### src/rtl/fp_square_if.sv
// Operand/result handshake bundle for fp_square: valid/ready in, valid/ready out.
interface fp_square_if;
    logic        in_valid;
    logic        in_ready;
    logic [31:0] floating_point_in;
    logic        out_valid;
    logic        out_ready;
    logic [31:0] result;
    logic [2:0]  flags;

    modport slave (
        input  in_valid, floating_point_in, out_ready,
        output in_ready, out_valid, result, flags
    );

    modport master (
        output in_valid, floating_point_in, out_ready,
        input  in_ready, out_valid, result, flags
    );
endinterface

### src/rtl/fp_square.sv
// Sequential IEEE-754 single-precision squarer: shift-add mantissa multiply, flush-to-zero.
// Build option FP_SQUARE_ROUND_EN selects round-to-nearest-even; otherwise the result is truncated.
module fp_square (
    input  logic        clk,
    input  logic        rst_n,
    fp_square_if.slave  io
);
    typedef enum logic [1:0] {IDLE, MUL, NORM, DONE} state_t;

    state_t        state_q, state_d;
    logic [7:0]    exp_q, exp_d;
    logic [23:0]   man_q, man_d;
    logic [4:0]    cnt_q, cnt_d;
    logic [47:0]   prod_q, prod_d;
    logic [31:0]   res_q, res_d;
    logic [2:0]    flg_q, flg_d;
    logic          ov_q, ov_d;

    logic          accept;
    logic [7:0]    in_exp;
    logic [22:0]   in_man;
    logic          n;
    logic [22:0]   frac, frac_fin;
    logic signed [9:0] e_res, e_fin;
    logic          unused_sign;

    // in_ready is gated by reset so the block never looks ready while held in reset
    assign io.in_ready  = rst_n && (state_q == IDLE);
    assign accept       = io.in_valid && io.in_ready;
    assign in_exp       = io.floating_point_in[30:23];
    assign in_man       = io.floating_point_in[22:0];
    assign unused_sign  = io.floating_point_in[31];

    assign io.out_valid = ov_q;
    assign io.result    = res_q;
    assign io.flags     = flg_q;

    assign n     = prod_q[47];
    assign frac  = n ? prod_q[46:24] : prod_q[45:23];
    assign e_res = $signed({1'b0, exp_q, 1'b0}) - 10'sd127 + $signed({9'd0, n});

`ifdef FP_SQUARE_ROUND_EN
    logic        guard, sticky, rnd_up;
    logic [23:0] frac_rnd;
    assign guard    = n ? prod_q[23] : prod_q[22];
    assign sticky   = n ? (|prod_q[22:0]) : (|prod_q[21:0]);
    assign rnd_up   = guard && (sticky || frac[0]);
    assign frac_rnd = {1'b0, frac} + {23'd0, rnd_up};
    // a carry out of the fraction leaves it all-zero and bumps the exponent
    assign frac_fin = frac_rnd[22:0];
    assign e_fin    = e_res + $signed({9'd0, frac_rnd[23]});
`else
    logic unused_lo;
    assign unused_lo = ^prod_q[22:0];
    assign frac_fin  = frac;
    assign e_fin     = e_res;
`endif

    always_comb begin
        state_d = state_q;
        exp_d   = exp_q;
        man_d   = man_q;
        cnt_d   = cnt_q;
        prod_d  = prod_q;
        res_d   = res_q;
        flg_d   = flg_q;
        // valid trails entry into DONE by one edge and drops on the handshake edge
        ov_d    = (state_q == DONE) && !(ov_q && io.out_ready);
        case (state_q)
            IDLE: if (accept) begin
                exp_d  = in_exp;
                man_d  = {1'b1, in_man};
                cnt_d  = 5'd23;
                prod_d = '0;
                if (in_exp == 8'hFF) begin
                    state_d = DONE;
                    res_d   = (in_man != 0) ? 32'h7FC0_0000 : 32'h7F80_0000;
                    flg_d   = (in_man != 0) ? 3'b100 : 3'b000;
                end else if (in_exp == 8'h00) begin
                    state_d = DONE;
                    res_d   = 32'h0;
                    flg_d   = 3'b000;
                end else begin
                    state_d = MUL;
                end
            end
            MUL: begin
                // MSB-first Horner: shift the partial sum, add the multiplicand for this bit
                prod_d = {prod_q[46:0], 1'b0} + (man_q[cnt_q] ? {24'd0, man_q} : 48'd0);
                if (cnt_q == 5'd0) state_d = NORM;
                else               cnt_d   = cnt_q - 5'd1;
            end
            NORM: begin
                state_d = DONE;
                if (e_fin >= 10'sd255) begin
                    res_d = 32'h7F80_0000;
                    flg_d = 3'b010;
                end else if (e_fin <= 10'sd0) begin
                    res_d = 32'h0;
                    flg_d = 3'b001;
                end else begin
                    res_d = {1'b0, e_fin[7:0], frac_fin};
                    flg_d = 3'b000;
                end
            end
            DONE: if (ov_q && io.out_ready) state_d = IDLE;
            default: state_d = IDLE;
        endcase
    end

    always_ff @(posedge clk or negedge rst_n) begin
        if (!rst_n) begin
            state_q <= IDLE;
            exp_q   <= '0;
            man_q   <= '0;
            cnt_q   <= '0;
            prod_q  <= '0;
            res_q   <= '0;
            flg_q   <= '0;
            ov_q    <= 1'b0;
        end else begin
            state_q <= state_d;
            exp_q   <= exp_d;
            man_q   <= man_d;
            cnt_q   <= cnt_d;
            prod_q  <= prod_d;
            res_q   <= res_d;
            flg_q   <= flg_d;
            ov_q    <= ov_d;
        end
    end
endmodule

### src/flat_wrapper.sv
// flat-port wrapper written by rule: the top's interface ports become plain ports
module fp_square_flat 
  (clk, rst_n, io_in_valid, io_floating_point_in, io_out_ready, io_in_ready, io_out_valid, io_result, io_flags);
  fp_square_if io_i ();
  input  logic clk;
  input  logic rst_n;
  input wire logic [$bits(io_i.in_valid)-1:0] io_in_valid;
  input wire logic [$bits(io_i.floating_point_in)-1:0] io_floating_point_in;
  input wire logic [$bits(io_i.out_ready)-1:0] io_out_ready;
  output wire logic [$bits(io_i.in_ready)-1:0] io_in_ready;
  output wire logic [$bits(io_i.out_valid)-1:0] io_out_valid;
  output wire logic [$bits(io_i.result)-1:0] io_result;
  output wire logic [$bits(io_i.flags)-1:0] io_flags;
  assign io_i.in_valid = io_in_valid;
  assign io_i.floating_point_in = io_floating_point_in;
  assign io_i.out_ready = io_out_ready;
  assign io_in_ready = io_i.in_ready;
  assign io_out_valid = io_i.out_valid;
  assign io_result = io_i.result;
  assign io_flags = io_i.flags;
  fp_square u_core (.clk(clk), .rst_n(rst_n), .io(io_i));
endmodule
### config.mk
export PLATFORM = sky130hd
export DESIGN_NAME = fp_square_flat
export DESIGN_NICKNAME = d
export VERILOG_FILES = /design/src/rtl/fp_square_if.sv /design/src/rtl/fp_square.sv /design/src/flat_wrapper.sv
export SDC_FILE = /design/constraint.sdc
export NUM_CORES = 1
export LEC_CHECK = 0
export CORE_MARGIN = 5
export CORE_UTILIZATION = 48
export CTS_CLUSTER_DIAMETER = 150
export DETAILED_ROUTE_END_ITERATION = 8
export PLACE_DENSITY_LB_ADDON = 0.08
export SYNTH_ARGS = -nofsm -noshare
export SYNTH_HDL_FRONTEND = slang
export SYNTH_SLANG_ARGS = --single-unit
### constraint.sdc
create_clock -name clk -period 4.7 [get_ports clk]
set_input_delay 0.705 -clock clk [delete_from_list [all_inputs] [get_ports clk]]
set_output_delay 0.705 -clock clk [all_outputs]
set_load 0.01 [all_outputs]
---- Yosys cells after proc, flatten, opt, wreduce, memory -nomap -nowiden ----
Cells that the tools add are included.
word-level totals
  bits in registers ....................... 123
  bits of input ports ..................... 36
  output and inout port bits .............. 37
cells by class
  add/subtract/negate cells ............... 4
  $lt $le $gt $ge ......................... 3
  equality and inequality tests ........... 9
  muxes and demuxes ....................... 29
  reduce and logical (&&, ||, !) cells .... 16
operator list
  cell                                                                                   count
  32-bit two-way mux                                                                     4
  48-bit one-hot mux with 2 select lines                                                 1
  32-bit one-hot mux with 2 select lines                                                 1
  48-bit adder                                                                           1
  48-bit two-way mux                                                                     1
  23-bit two-way mux                                                                     2
  31-bit two-way mux                                                                     1
  24-bit two-way mux                                                                     1
  23-bit nonzero test                                                                    1
  3-bit two-way mux                                                                      5
  10-bit by 2-bit adder with 10-bit output                                               1
  10-bit by 9-bit greater-or-equal comparator with 1-bit output (second input constant)  1
  10-bit by 1-bit <= comparator with 1-bit output (second input constant)                1
  2-bit two-way mux                                                                      5
  5-bit two-way mux                                                                      2
  5-bit one-hot mux with 2 select lines                                                  1
  9-bit by 7-bit subtractor with 10-bit output (second input constant)                   1
  3-bit AND reduction                                                                    3
  8-bit equality test (second input constant)                                            1
  8-bit zero test                                                                        1
  2-bit one-hot mux with 4 select lines                                                  1
  5-bit by 6-bit less-than comparator with 1-bit output (second input constant)          1
  3-bit one-hot mux with 2 select lines                                                  1
  1-bit binary-select mux with 5-bit select                                              1
  other kinds (13)                                                                       22

---- Longest topological paths before layout ----
Gate-level depths: netlist of the first run.
  depth after elaboration ................. 6
  gate-level depth with buffers ........... 18
  gate-level depth less buffers ........... 15

---- Worst setup path before layout of the first run ----
Ideal clock, no wire load.
  path type ............................... register -> register
  start point ............................. reg u_core.cnt_q[0]
  end point ............................... reg u_core.prod_q[36]
  arrival ................................. 4.147 ns
  path slack .............................. 0.427 ns
  stages on the path, launching flop included .. 17
  buffers on the path ..................... 3
  path through ............................ dfrtp_1 buf_2 mux4_2 mux4_2 mux2i_1 buf_2 nor2b_1 ha_1 buf_4 a21oi_1 o22ai_1 o21ai_1 a311oi_4 o2111ai_4 nand2_1 and3_1 a221o_1
on the way
  longest elaborated chain between the ends .. 5
ends and longest elaborated chain
  item                                       line              RTL
  start: declaration                         fp_square.sv:13   logic [4:0] cnt_q, cnt_d;
  start signal: assignment                   fp_square.sv:125  cnt_q <= cnt_d;
  1-bit binary-select mux with 5-bit select  fp_square.sv:89   prod_d = {prod_q[46:0], 1'b0} + (man_q[cnt_q] ? {24'd0, man_q} : 48'd0);
  1-bit two-way mux (implied by the code)    fp_square.sv:89
  24-bit two-way mux                         fp_square.sv:89
  48-bit adder                               fp_square.sv:89
  48-bit one-hot mux with 2 select lines     fp_square.sv:69   case (state_q)
  end signal: assignment                     fp_square.sv:126  prod_q <= prod_d;
  end: declaration                           fp_square.sv:14   logic [47:0] prod_q, prod_d;
No other way between the ends. The select of a mux whose other input is x is not followed.
A chain may end at the register's enable or synchronous reset.

---- Worst setup path after layout of the first run ----
  start point ............................. reg u_core.cnt_q[0]
  end point ............................... reg u_core.prod_q[23]
Same word-level chain as after synthesis.

==> results of run 1 <==
## layout by cell type, fill, tap and decap left out, types with 4 or more instances in the layout
cell type	n
nor3_1	9
inv_1	17
xor2_1	20
o211ai_1	14
nor4_1	10
dfrtp_1	121
nor2b_1	26
a21oi_1	28
o21ai_1	28
and3_1	11
ha_1	32
a21o_1	7
bufinv_16	4
mux2i_1	25
clkdlybuf4s50_1	69
nand4_1	9
a31oi_1	5
clkbuf_16	17
nor2_1	14
mux4_2	7
xnor2_1	29
o31ai_1	5
nand3_1	19
mux2_2	31
o21ai_0	60
o21a_1	6
nand2_1	108
buf_4	20
## sequential cells by signal, indices dropped and copies added (netlist names)
register	flops
u_core.exp_q	8
u_core.io.result	31
u_core.man_q	24
u_core.io.flags	3
u_core.prod_q	48
u_core.state_q	2
u_core.cnt_q	5
u_core.io.out_valid	1
## power by group through the flow
stage	logic (mW)	registers [mW]	clock network, mW
2_1_floorplan	2.25	1.59	0
3_3_place_gp	2.90	1.70	0
3_5_place_dp	2.95	1.71	0
4_1_cts	2.97	1.70	1.40
5_1_grt	3.38	1.74	1.46
6_report	3.02	1.69	1.38
## layout make-up
cell class	instances	area, um^2	area share (%)
Clock inverter	8	143	1.61
Multi-Input combinational cell	569	4050	45.7
Sequential cell	122	3050	34.5
Tap cell	188	235	2.65
Clock buffer	22	474	5.35
Inverter	18	67.6	0.762
Timing Repair Buffer	89	841	9.49
## metal layers
layer / vias to the layer above / share of wire (%) / track usage [%]
met4: 0 / 2.0 / 6.86
met1: 2862 / 46 / 26.9
met5: - / 0 / 0
met2: 126 / 48 / 32.8
met3: 23 / 3.9 / 4.08
li1: 2839 / - / -
## kinds of logic after synthesis
kind of cell / Yosys count / synth area share [%]
xor+xnor: 49 / 5.85
compound gates: 197 / 17.9
other cells: 1 / 0.0511
buf+inv: 62 / 3.87
fa+ha+maj: 33 / 5.73
flops: 122 / 41.6
simple gates: 225 / 14.7
mux: 63 / 10.3
## timing repair
item                                    in CTS  in global routing
endpoints found under the setup margin       0                 26
hold endpoints to repair                     0                  0
buffers inserted                             0                  4
resized for setup                            0                  3
## path summary, 6_finish.rpt
check / slack (ps) / cells past startpoint / end / from
max: 260 / 15 / u_core.prod_q[23] / u_core.cnt_q[0]
min: 430 / 2 / u_core.exp_q[3] / rst_n
max reg2reg: 260 / 15 / u_core.prod_q[23] / u_core.cnt_q[0]
min reg2reg: 480 / 2 / u_core.io.result[15] / u_core.io.result[15]
max in group asynchronous: 2940 / 3 / u_core.prod_q[24] / rst_n
min in group clk: 480 / 2 / u_core.io.result[15] / u_core.io.result[15]
## stage by stage
step | util [%] | setup TNS [ps] | setup slack, ps | hold WS [ps]
2_1_floorplan | - | 0 | 427 | 409
3_5_place_dp | 54.2 | 0 | 98.8 | 477
3_3_place_gp | 54.2 | 0 | 149 | 463
6_report | 58.7 | 0 | 259 | 434
4_1_cts | 58.3 | 0 | 79.2 | 474
5_1_grt | 58.7 | -34.7 | -25.6 | 507
==> flow_summary.json, run 1 <==
{
  "fin_cells": 1016,
  "critPathRequiredTime_ps": 5030,
  "grt-ovfl-total": 0,
  "slowest_stage": "mux4_2",
  "dieArea_um2": 17900,
  "min_period_ps": 4440,
  "tightest_slew_ps": 823,
  "grt_pass1_vias": 5821,
  "worstHoldPathType": "in -> async",
  "synth.most_common_cell": "dfrtp_1",
  "wl_per_cell_um": 16.9,
  "ys.flop_type": "dfrtp_1",
  "ys_async_sr_fraction_pct": 100,
  "ant_nets": 0,
  "viasPerCell": 5.76,
  "netlist_instances": 752,
  "cts.sinks": 122,
  "die_w_um": 134,
  "grt_antenna_before_repair": 0,
  "postCtsHoldBufs": 0,
  "synth_fp_nets": 821,
  "antenna_cells": 0,
  "ys_top_cells_by_count": "122 x dfrtp_1, 108 x nand2_1, 60 x o21ai_0",
  "maxSlewViolCount": 0,
  "p_leak_nw": 3.61,
  "hold_viol": 0,
  "fillers": 1342,
  "synth_edf_count": 0,
  "synthTopCellsByArea": "dfrtp_1 42%, nand2_1 5.5%, ha_1 5.5%",
  "crit_path_cell_trace": "mux4_2 > mux4_2 > mux2i_1 > buf_4 > nor2b_1 > ha_1 > fa_1 > a21o_1 > a31oi_1 > o21a_1 > o211ai_1 > a221oi_1 > o21ai_0 > xnor2_1 > o21ai_0",
  "outcome": "complete, no violations",
  "io_buffers": 70,
  "dr.pass1.iters": 9,
  "path_clk_slew_ps": 60,
  "rows": 45,
  "grt_setup_unrepaired": "true",
  "hpwlAfterDp_um": 12100,
  "worst_setup_path_start_kind": "flip-flop",
  "yosysWarningCount": 0,
  "grt_max_degree": 68,
  "grt_pass1_wl_um": 29300,
  "synth_top_cell_by_area": "dfrtp_1",
  "grt_usage_pct": 20.1,
  "core-area_um2": 15100,
  "drive_above_1_share_pct": 13.9,
  "crit_buf_inv": 1,
  "nets": 886,
  "place.gp.congestion": 0.911,
  "synth-seq-area-share_pct": 41.6,
  "worst_setup_path_end_kind": "flip-flop",
  "powerDensity_nw_per_um2": 687,
  "synth_cell_types": 69,
  "fmax_ghz": 0.225,
  "power_frac_clock_pct": 22.7,
  "synth-seq-cells": 122,
  "root_buffer": "clkbuf_16",
  "num_vias": 5850,
  "final_area_um2": 8860,
  "finalSetupViolCount": 0,
  "ir_drop_uv": 335,
  "syn-cell-area_um2": 7340,
  "critPathTopFamily": "compound AO/OA/AOI/OAI gates",
  "skew_ps": 11.7,
  "maxCapViolations": 0,
  "comb_power_share_pct": 49.6,
  "period_share_pct": 94.5,
  "cts_made_buffers": 17,
  "cts_buffer_depth": 2,
  "seqPwrFrac_pct": 27.7,
  "switching_share_pct": 41.1,
  "area_growth_pct": 20.8,
  "total_power_mw": 6.09,
  "p_sw_mw": 2.51,
  "worstPathArrival_ps": 4770,
  "chipHeight_um": 134,
  "place_area_um2": 8180,
  "intPower_mw": 3.59,
  "routed_wl_um": 17200,
  "insertion_delay_ps": 420,
  "initial_core_util_pct": 48.6,
  "tritoncts": "yes",
  "drc_errors": 0,
  "yosysTopAreaCellShare_pct": 41.6,
  "initialDrtViolationCount": 390,
  "io_pins": 73,
  "worstPathMaxFanout": 19,
  "cts_max_level": 4,
  "dp.cells": 981,
  "relSlewSlack_pct": 45.1,
  "slowest_delay_ps": 530,
  "avgSynthCellArea_um2": 9.76,
  "path_class": "reg -> reg"
}
Power figures use the tool's default switching activity.
==> run 2: changes to the inputs <==
Settings changed: SLEW_MARGIN set to 20.
==> results of run 2 <==
No change in the layout: final DEF, timing and power equal those of run 1.
==> run 3: changes to the inputs <==
Settings changed: CORE_UTILIZATION 48 to 45, CTS_CLUSTER_DIAMETER 150 to 50.
==> run 3 against run 2 <==
- first-iteration DRC count shrank 20%
- clock skew is 2.8 ps lower
- global-route usage fell by 0.94 points
- cell area increased by 0.17%
- clock power barely moved
- utilization shrank 3.0 points
- highest routed layer unchanged
- cell count up 2.9%
==> flow_summary.json, run 3 (synthesis gave the netlist of run 1 again) <==
{
  "post_cts_buffers": 0,
  "worst_setup_path_start_kind": "flip-flop",
  "met1_usage_pct": 25.9,
  "postCtsHoldBufs": 0,
  "grt_pass1_wl_um": 29100,
  "skew_ps": 8.93,
  "finalSetupViolCount": 0,
  "fin_cells": 1045,
  "worstReg2RegStart": "u_core.cnt_q[0]",
  "outcome": "complete, no violations",
  "slowest_stage": "mux4_2",
  "drc_errors": 0,
  "critPathTopFamily": "compound AO/OA/AOI/OAI gates",
  "p_leak_nw": 3.62,
  "largest_register_ffs": 48,
  "reg2regPathDepth": 14,
  "rows": 46,
  "worstHoldPathType": "in -> async",
  "holdWs_ps": 430,
  "power_frac_clock_pct": 22.4,
  "rrSetupSlack_ps": 270,
  "cts_buffer_depth": 2,
  "wl_per_cell_um": 16.4,
  "crit_top_cell": "mux4_2",
  "path_clk_slew_ps": 60,
  "die_w_um": 138,
  "grt_pass1_vias": 5778,
  "cts_made_buffers": 17,
  "nets": 886,
  "relSlewSlack_pct": 39.1,
  "total_power_mw": 6.07,
  "grt-ovfl-total": 0,
  "fmax_ghz": 0.226,
  "period_share_pct": 94.3,
  "min_period_ps": 4430,
  "setup_tns_ps": 0,
  "ant_nets": 0,
  "grt_util_met2_pct": 31.0,
  "grt_setup_unrepaired": "true",
  "final_common_cell": "dfrtp_1",
  "core-area_um2": 15900,
  "intPower_mw": 3.58,
  "ir_drop_uv": 453,
  "antenna_cells": 0,
  "worstPathMaxFanout": 18,
  "dieArea_um2": 19000,
  "tightest_slew_ps": 914,
  "place.gp.congestion": 0.934,
  "root_buffer": "clkbuf_16",
  "regMostFlops": "u_core.prod_q",
  "tritoncts": "yes",
  "hold_viol": 0,
  "seqPwrFrac_pct": 27.8,
  "powerDensity_nw_per_um2": 684,
  "layout_common_cells": "121 x dfrtp_1, 108 x nand2_1, 69 x clkdlybuf4s50_1, 60 x o21ai_0, 32 x ha_1",
  "dp.cells": 1014,
  "io_buffers": 70,
  "chipHeight_um": 138,
  "area_growth_pct": 21.0,
  "cts.sinks": 122,
  "p_sw_mw": 2.49,
  "worstPathArrival_ps": 4720,
  "path_class": "reg -> reg",
  "worst_setup_path_end_kind": "flip-flop",
  "initialDrtViolationCount": 313,
  "routed_wl_um": 17100,
  "io_pins": 73,
  "hpwlAfterDp_um": 12300,
  "critPathRequiredTime_ps": 4990,
  "viasPerCell": 5.51,
  "grt_usage_pct": 19.2,
  "slowest_delay_ps": 540,
  "initial_core_util_pct": 46.0,
  "drive_above_1_share_pct": 14.4,
  "timing.rr.end": "u_core.prod_q[36]",
  "num_vias": 5760,
  "insertion_delay_ps": 410,
  "comb_power_share_pct": 49.8,
  "crit_path_cell_trace": "mux4_2 > mux4_2 > mux2i_1 > buf_4 > nor2b_1 > ha_1 > a21oi_2 > o22ai_1 > o21ai_1 > a311oi_4 > o2111ai_4 > nand2_1 > and3_1 > a221o_1",
  "crit_buf_inv": 1,
  "grtUsageMet3_pct": 4.31,
  "grt_max_degree": 72,
  "grt_antenna_before_repair": 0,
  "grt_busiest_layer": "met2",
  "dr.pass1.iters": 7,
  "switching_share_pct": 41.1,
  "fin_util_pct": 55.7,
  "maxSlewViolCount": 0,
  "maxCapViolations": 0,
  "cts_max_level": 4
}
-- run 3: changes by cell type in the layout (fill, tap and decap cells not counted), sizes merged --
| cell | before | now |
|---|---|---|
| o2111ai | 3 | 2 |
| inv | 18 | 19 |
| clkbuf | 22 | 19 |
| clkinv | 3 | 5 |
| clkinvlp | 1 | 2 |
| buf | 20 | 21 |
-- run 3: area by class of cell --
type	instances	area (um^2)
Sequential cell	122	3050
Timing Repair Buffer	90	848
Multi-Input combinational cell	568	4020
Tap cell	216	270
Clock inverter	12	173
Fill cell	1438	7060
Inverter	18	67.6
Clock buffer	19	443
-- run 3: repair_timing --
action / 4_1_cts / 5_1_grt
resized for setup: 0 / 3
endpoints found under the hold margin: 0 / 0
endpoints found under the setup margin: 0 / 19
-- run 3: worst max path at each step --
stage               cells past startpoint  slack [ps]            start                 to
finish                                 14         270  u_core.cnt_q[0]  u_core.prod_q[36]
CTS                                    14         180  u_core.cnt_q[0]  u_core.prod_q[44]
floorplan                              16         430  u_core.cnt_q[0]  u_core.prod_q[36]
global placement                       14         280  u_core.cnt_q[0]  u_core.prod_q[36]
global route                           14          -7  u_core.cnt_q[0]  u_core.prod_q[36]
detailed placement                     14         200  u_core.cnt_q[0]  u_core.prod_q[44]
-- run 3: power groups by stage --
stage                     clock (mW)  combinational (mW)  sequential, mW
after global placement             0                2.94            1.70
after floorplan                    0                2.25            1.59
final                           1.36                3.03            1.69
after CTS                       1.40                3.03            1.69
after detailed placement           0                3.01            1.71
after global routing            1.45                3.36            1.74
-- run 3: per-stage QoR --
step,setup slack [ps],area (um^2)
floorplan,427,7340
global placement,284,8250
detailed placement,202,8250
CTS,181,8860
global route,-6.68,8880
finish,268,8880
-- run 3: metal layers --
| layer | vias up | part of all wire (%) |
|---|---|---|
| met5 | - | 0 |
| li1 | 2843 | - |
| met4 | 0 | 1.9 |
| met1 | 2755 | 47 |
| met3 | 29 | 4.1 |
| met2 | 133 | 47 |
